===== config.mk =====
export PLATFORM = sky130hd
export DESIGN_NAME = reg_bank_param
export DESIGN_NICKNAME = d
export VERILOG_FILES = /design/src/rtl/reg_bank_pkg.sv /design/src/rtl/reg_bank_read_port.sv /design/src/rtl/reg_bank_param.sv
export SDC_FILE = /design/constraint.sdc
export NUM_CORES = 2
export LEC_CHECK = 0
export BUFFER_PORTS_ARGS = -buffer_cell sky130_fd_sc_hd__buf_2
export CORE_AREA = 2 2 364 366
export DETAILED_ROUTE_END_ITERATION = 6
export DIE_AREA = 0 0 366 368
export SLEW_MARGIN = 10
export SYNTH_ARGS = -nofsm -noshare
export SYNTH_HDL_FRONTEND = slang
export SYNTH_SLANG_ARGS = --single-unit

===== constraint.sdc =====
create_clock -name clk -period 4.6 [get_ports clk]
set_input_delay 0.46 -clock clk [delete_from_list [all_inputs] [get_ports clk]]
set_output_delay 0.46 -clock clk [all_outputs]
set_load 0.01 [all_outputs]

===== src/rtl/reg_bank_pkg.sv =====
// reg_bank_pkg: shared types and helpers for the parametrised register bank.
`default_nettype none

package reg_bank_pkg;

  typedef enum logic [0:0] {
    CLEAR = 1'b0,
    READY = 1'b1
  } state_t;

  localparam logic C_ZERO_BIT = 1'b0;

  function automatic logic is_valid_addr(input int unsigned addr, input int unsigned depth);
    return (addr < depth);
  endfunction

endpackage

`default_nettype wire


===== src/rtl/reg_bank_read_port.sv =====
// reg_bank_read_port: zero/range/bypass select plus output register for one read port.
`default_nettype none

module reg_bank_read_port
  import reg_bank_pkg::*;
#(
  parameter int unsigned DATA_W   = 32,
  parameter int unsigned ADDR_W   = 5,
  parameter int unsigned DEPTH    = 32,
  parameter bit          ZERO_REG = 1'b1
) (
  input  logic              clk,
  input  logic              reset,
  input  logic              i_en,
  input  logic [ADDR_W-1:0] i_sr,
  input  logic              i_wr_acc,
  input  logic [ADDR_W-1:0] i_dr,
  input  logic [DATA_W-1:0] i_wdata,
  input  logic [DATA_W-1:0] i_mem_data,
  output logic [DATA_W-1:0] o_regd
);

  logic [DATA_W-1:0] w_nxt;
  logic [DATA_W-1:0] r_regd;

  // Zero register and out-of-range addresses win over the write bypass.
  always_comb begin
    w_nxt = {DATA_W{C_ZERO_BIT}};
    if (!i_en) begin
      w_nxt = {DATA_W{C_ZERO_BIT}};
    end else if (ZERO_REG && (i_sr == '0)) begin
      w_nxt = {DATA_W{C_ZERO_BIT}};
    end else if (!is_valid_addr(32'(i_sr), DEPTH)) begin
      w_nxt = {DATA_W{C_ZERO_BIT}};
    end else if (i_wr_acc && (i_dr == i_sr)) begin
      w_nxt = i_wdata;
    end else begin
      w_nxt = i_mem_data;
    end
  end

  always_ff @(posedge clk) begin
    if (reset) begin
      r_regd <= {DATA_W{C_ZERO_BIT}};
    end else begin
      r_regd <= w_nxt;
    end
  end

  assign o_regd = r_regd;

endmodule

`default_nettype wire


===== src/rtl/reg_bank_param.sv =====
// reg_bank_param: DEPTH x DATA_W register file, 2 registered read ports, 1 write port,
// post-reset clear sweep. Rev 1.0
`default_nettype none

module reg_bank_param
  import reg_bank_pkg::*;
#(
  parameter int unsigned       DATA_W    = 32,
  parameter int unsigned       ADDR_W    = 5,
  parameter int unsigned       DEPTH     = 32,
  parameter bit                ZERO_REG  = 1'b1,
  parameter logic [DATA_W-1:0] RESET_VAL = '0
) (
  input  logic              clk,
  input  logic              reset,
  input  logic [ADDR_W-1:0] sr1,
  input  logic [ADDR_W-1:0] sr2,
  input  logic [ADDR_W-1:0] dr,
  input  logic [DATA_W-1:0] wdata,
  input  logic              write,
  output logic [DATA_W-1:0] regd1,
  output logic [DATA_W-1:0] regd2,
  output logic              ready,
  output logic              wr_drop
);

  state_t            r_state;
  state_t            w_state_nxt;
  logic [ADDR_W:0]   r_clr_ptr;
  logic [DATA_W-1:0] r_mem [DEPTH];
  logic              r_wr_drop;
  logic              w_ready;
  logic              w_clr_en;
  logic              w_clr_last;
  logic              w_dr_valid;
  logic              w_wr_acc;
  logic              w_drop_nxt;
  logic [DATA_W-1:0] w_rd1;
  logic [DATA_W-1:0] w_rd2;

  assign w_clr_last = (r_clr_ptr == (ADDR_W+1)'(DEPTH - 1));
  assign w_dr_valid = is_valid_addr(32'(dr), DEPTH);

  always_ff @(posedge clk) begin
    if (reset) begin
      r_state <= CLEAR;
    end else begin
      r_state <= w_state_nxt;
    end
  end

  always_comb begin
    w_state_nxt = r_state;
    if ((r_state == CLEAR) && w_clr_last) begin
      w_state_nxt = READY;
    end
  end

  // A write to register 0 with ZERO_REG set is neither accepted nor reported.
  always_comb begin
    w_ready    = (r_state == READY);
    w_clr_en   = (r_state == CLEAR);
    w_wr_acc   = w_ready && write && w_dr_valid && !(ZERO_REG && (dr == '0));
    w_drop_nxt = write && (w_clr_en || !w_dr_valid);
  end

  always_ff @(posedge clk) begin
    if (reset) begin
      r_clr_ptr <= '0;
      r_wr_drop <= 1'b0;
    end else begin
      if (w_clr_en) begin
        r_clr_ptr <= r_clr_ptr + 1'b1;
      end
      r_wr_drop <= w_drop_nxt;
    end
  end

  always_ff @(posedge clk) begin
    for (int i = 0; i < int'(DEPTH); i++) begin
      if (!reset) begin
        if (w_clr_en && (r_clr_ptr == (ADDR_W+1)'(i))) begin
          r_mem[i] <= RESET_VAL;
        end else if (w_wr_acc && (dr == ADDR_W'(i))) begin
          r_mem[i] <= wdata;
        end
      end
    end
  end

  always_comb begin
    w_rd1 = '0;
    w_rd2 = '0;
    for (int i = 0; i < int'(DEPTH); i++) begin
      if (sr1 == ADDR_W'(i)) w_rd1 = r_mem[i];
      if (sr2 == ADDR_W'(i)) w_rd2 = r_mem[i];
    end
  end

  reg_bank_read_port #(
    .DATA_W(DATA_W), .ADDR_W(ADDR_W), .DEPTH(DEPTH), .ZERO_REG(ZERO_REG)
  ) u_rp1 (
    .clk(clk), .reset(reset), .i_en(w_ready), .i_sr(sr1), .i_wr_acc(w_wr_acc),
    .i_dr(dr), .i_wdata(wdata), .i_mem_data(w_rd1), .o_regd(regd1)
  );

  reg_bank_read_port #(
    .DATA_W(DATA_W), .ADDR_W(ADDR_W), .DEPTH(DEPTH), .ZERO_REG(ZERO_REG)
  ) u_rp2 (
    .clk(clk), .reset(reset), .i_en(w_ready), .i_sr(sr2), .i_wr_acc(w_wr_acc),
    .i_dr(dr), .i_wdata(wdata), .i_mem_data(w_rd2), .o_regd(regd2)
  );

  assign ready   = w_ready;
  assign wr_drop = r_wr_drop;

endmodule

`default_nettype wire


==> impl_metrics.env <==
export IMPL_portBuffers=115
export IMPL_fmax_ghz=0.261
export IMPL_synth_edf_count=992
export IMPL_p_leak_uw=0.0249
export IMPL_cts_tree="built"
export IMPL_synthTopCellsByCount="edfxtp_1 (992), and2_1 (970), o21ai_0 (402)"
export IMPL_final_cells=7491
export IMPL_synth_area_mm2=0.0585
export IMPL_yosysTopAreaCell="edfxtp_1"
export IMPL_routed_wl_um=305000
export IMPL_htree_num_levels=3
export IMPL_synthCells=5592
export IMPL_root_buffer="clkbuf_16"
export IMPL_fin_tns_setup_ps=0
export IMPL_wl_per_cell_um=40.7
export IMPL_fin_area_mm2=0.0666
export IMPL_cts_path_max_buffers=3
export IMPL_num_vias=53206
export IMPL_synthTopCellsByArea="edfxtp_1 (51%), and2_1 (10%), o21ai_0 (3.4%)"
export IMPL_cap_violations=0
export IMPL_multi_input_area_mm2=0.0255
export IMPL_drt_initial_drc_count=10557
export IMPL_arrival_ps=4420
export IMPL_drive_gt1_frac=0.150
export IMPL_synth_most_common_cell="edfxtp_1"
export IMPL_violations="DRC"
export IMPL_outcome="finished with violations"
export IMPL_antenna_found_initial=29
export IMPL_grt_first_pass_wirelength_um=414000
export IMPL_crit_type="in -> reg"
export IMPL_fin_util=0.509
export IMPL_viasPerCell=7.10
export IMPL_p_seq_frac=0.464
export IMPL_async_reset_ff_frac=0
export IMPL_regArea_mm2=0.0312
export IMPL_r2r_start="ready"
export IMPL_drt_pass1_iterations=7
export IMPL_floorplan_initialDensity=0.447
export IMPL_fin_crit_ps=3830
export IMPL_synthToLayoutAreaGrowth_pct=13.8
export IMPL_grt_use_total=0.441
export IMPL_p_sw_uw=5940
export IMPL_ys_flop_type="edfxtp_1"
export IMPL_slew_viol_final=0
export IMPL_fin_crit_sh=0.833
export IMPL_regToRegSetupSlack_ps=1470
export IMPL_grt_start_max_net_pins=58
export IMPL_slew_limit_headroom=0.175
export IMPL_synth_net_count=5646
export IMPL_rr_endpoint="r_mem[1][181]"
export IMPL_io_pins=116
export IMPL_hpwl_um=221000
export IMPL_hold_violations=0
export IMPL_hold_path_end="r_clr_ptr[0]"
export IMPL_min_path_cells=2
export IMPL_ff2ff_path_depth=7
export IMPL_hold_buffers=1
export IMPL_synth_top_area_frac=0.509
export IMPL_post_place_cells=7261
export IMPL_yosysSeqAreaShare=0.534
export IMPL_setup_viol=0
export IMPL_clock_latency_ps=770
export IMPL_postCtsSetupBuffers=0
export IMPL_required_ps=5190
export IMPL_gr_total_overflow=0
export IMPL_avgSynthCellArea_um2=10.5
export IMPL_internal_power_uw=16700
export IMPL_p_clk_frac=0.440
export IMPL_dieHeight_um=368
export IMPL_placed_area_mm2=0.0625
export IMPL_ir_drop_uv=356
export IMPL_cts_repair_resized=0
export IMPL_p_sw_frac=0.263
export IMPL_power_density_mw_per_mm2=339
export IMPL_rows=133
export IMPL_worst_pin_slew_ps=1240
export IMPL_clk_pin_slew_ps=60
export IMPL_rsz0062_at_grt="false"
export IMPL_yosys_warnings=0
export IMPL_grt_pass1_vias=50193
export IMPL_cts_buffers=119
export IMPL_hold_path_class="in -> reg"
export IMPL_end_kind="register"
export IMPL_worst_clock_skew_ps=26.7
export IMPL_cts_sinks=1064
export IMPL_hp_start="reset"
export IMPL_yosysUniqueCellTypes=93
export IMPL_startpoint_type="input pin"
export IMPL_drc_errors=19
export IMPL_final_nets=5682
export IMPL_antenna_left=0
export IMPL_synth_seq_cells=1064
export IMPL_die_w_um=366
export IMPL_nFillCells=11918
export IMPL_combPwrFrac=0.096
export IMPL_power_uw=22600
export IMPL_coreArea_mm2=0.131
export IMPL_place_congestion=1.06
export IMPL_cp_max_fo=27
export IMPL_die_area_mm2=0.135
==> stage by stage <==
step / hold WS (ps) / setup WS [ps]
floorplan: 518 / 1170
global placement: 536 / 143
detailed placement: 554 / 380
CTS: 37.2 / 1180
global route: 74.0 / 1050
finish: 63.4 / 769
==> per-layer routing <==
metal,global-route usage,part of all wire,vias up
li1,-,-,21129
met1,0.591,0.37,26423
met2,0.639,0.42,4670
met3,0.0909,0.13,964
met4,0.307,0.084,20
met5,0,0.00043,-
==> critical path, cell delays in order <==
cell,delay [ps]
buf_2,530
nand3b_1,650
nor2_1,80
buf_4,240
a22o_1,250
a2111oi_0,910
a21oi_1,380
nor3_1,740
nor3_1,160
==> logic make-up after synthesis <==
| kind of cell | synth area share |
|---|---|
| adder cells (fa/ha/maj) | 0.000856 |
| multiplexers | 0.0338 |
| XOR/XNOR | 0.00225 |
| flip-flops | 0.534 |
| AND/OR/NAND/NOR | 0.187 |
| AO/OA/AOI/OAI | 0.200 |
| buffers and inverters | 0.0421 |
==> power groups by stage <==
stage	clock network, uW	registers (uW)	logic, uW
2_1_floorplan	0	10700	963
3_3_place_gp	0	10700	2020
3_5_place_dp	0	10700	2020
4_1_cts	9950	10500	2030
5_1_grt	10300	10500	2140
6_report	9940	10500	2160
==> worst max path at each step <==
stage                       from          endpoint  slack (ps)  cells after the start
after global routing      sr1[3]  u_rp1.o_regd[28]        1050                      9
after floorplan            dr[4]      r_mem[0][32]        1170                      4
after CTS                 sr1[3]  u_rp1.o_regd[28]        1180                      9
after global placement    sr1[4]  u_rp1.o_regd[20]         140                      9
final                     sr1[3]  u_rp1.o_regd[28]         770                      9
after detailed placement  sr1[3]  u_rp1.o_regd[28]         380                      9
==> registers in the layout, summed over array words and instances (netlist names) <==
name          flops
ready             1
u_rp1.o_regd     32
r_mem           992
u_rp2.o_regd     32
r_clr_ptr         6
wr_drop           1
==> layout make-up <==
| type | instances | area share |
|---|---|---|
| clock buffer | 151 | 0.0488 |
| inverter | 28 | 0.00158 |
| clock inverter | 72 | 0.0112 |
| sequential | 1064 | 0.469 |
| antenna | 6 | 0.000226 |
| multi-input combinational | 3944 | 0.383 |
| tap | 1755 | 0.0330 |
| timing repair buffer | 471 | 0.0526 |
==> cells in the final DEF, fill, tap and decap left out, drive strengths merged, types with 35 or more instances in the layout <==
cell | synthesis | layout
edfxtp | 992 | 992
and2 | 970 | 970
buf | 181 | 469
o21ai | 407 | 407
a21oi | 376 | 376
nand2 | 311 | 311
nor2 | 302 | 302
o22ai | 173 | 173
clkbuf | 375 | 152
a22oi | 138 | 138
mux2i | 129 | 129
o221ai | 103 | 103
nor3 | 97 | 97
a222oi | 73 | 73
dfxtp | 72 | 72
a31oi | 62 | 62
nand3 | 57 | 57
o211ai | 53 | 53
nor2b | 49 | 49
clkinv | 1 | 48
a211oi | 44 | 44
a22o | 41 | 41
a221oi | 39 | 39
mux2 | 35 | 35
No activity file was read; power rests on OpenSTA's default activity.
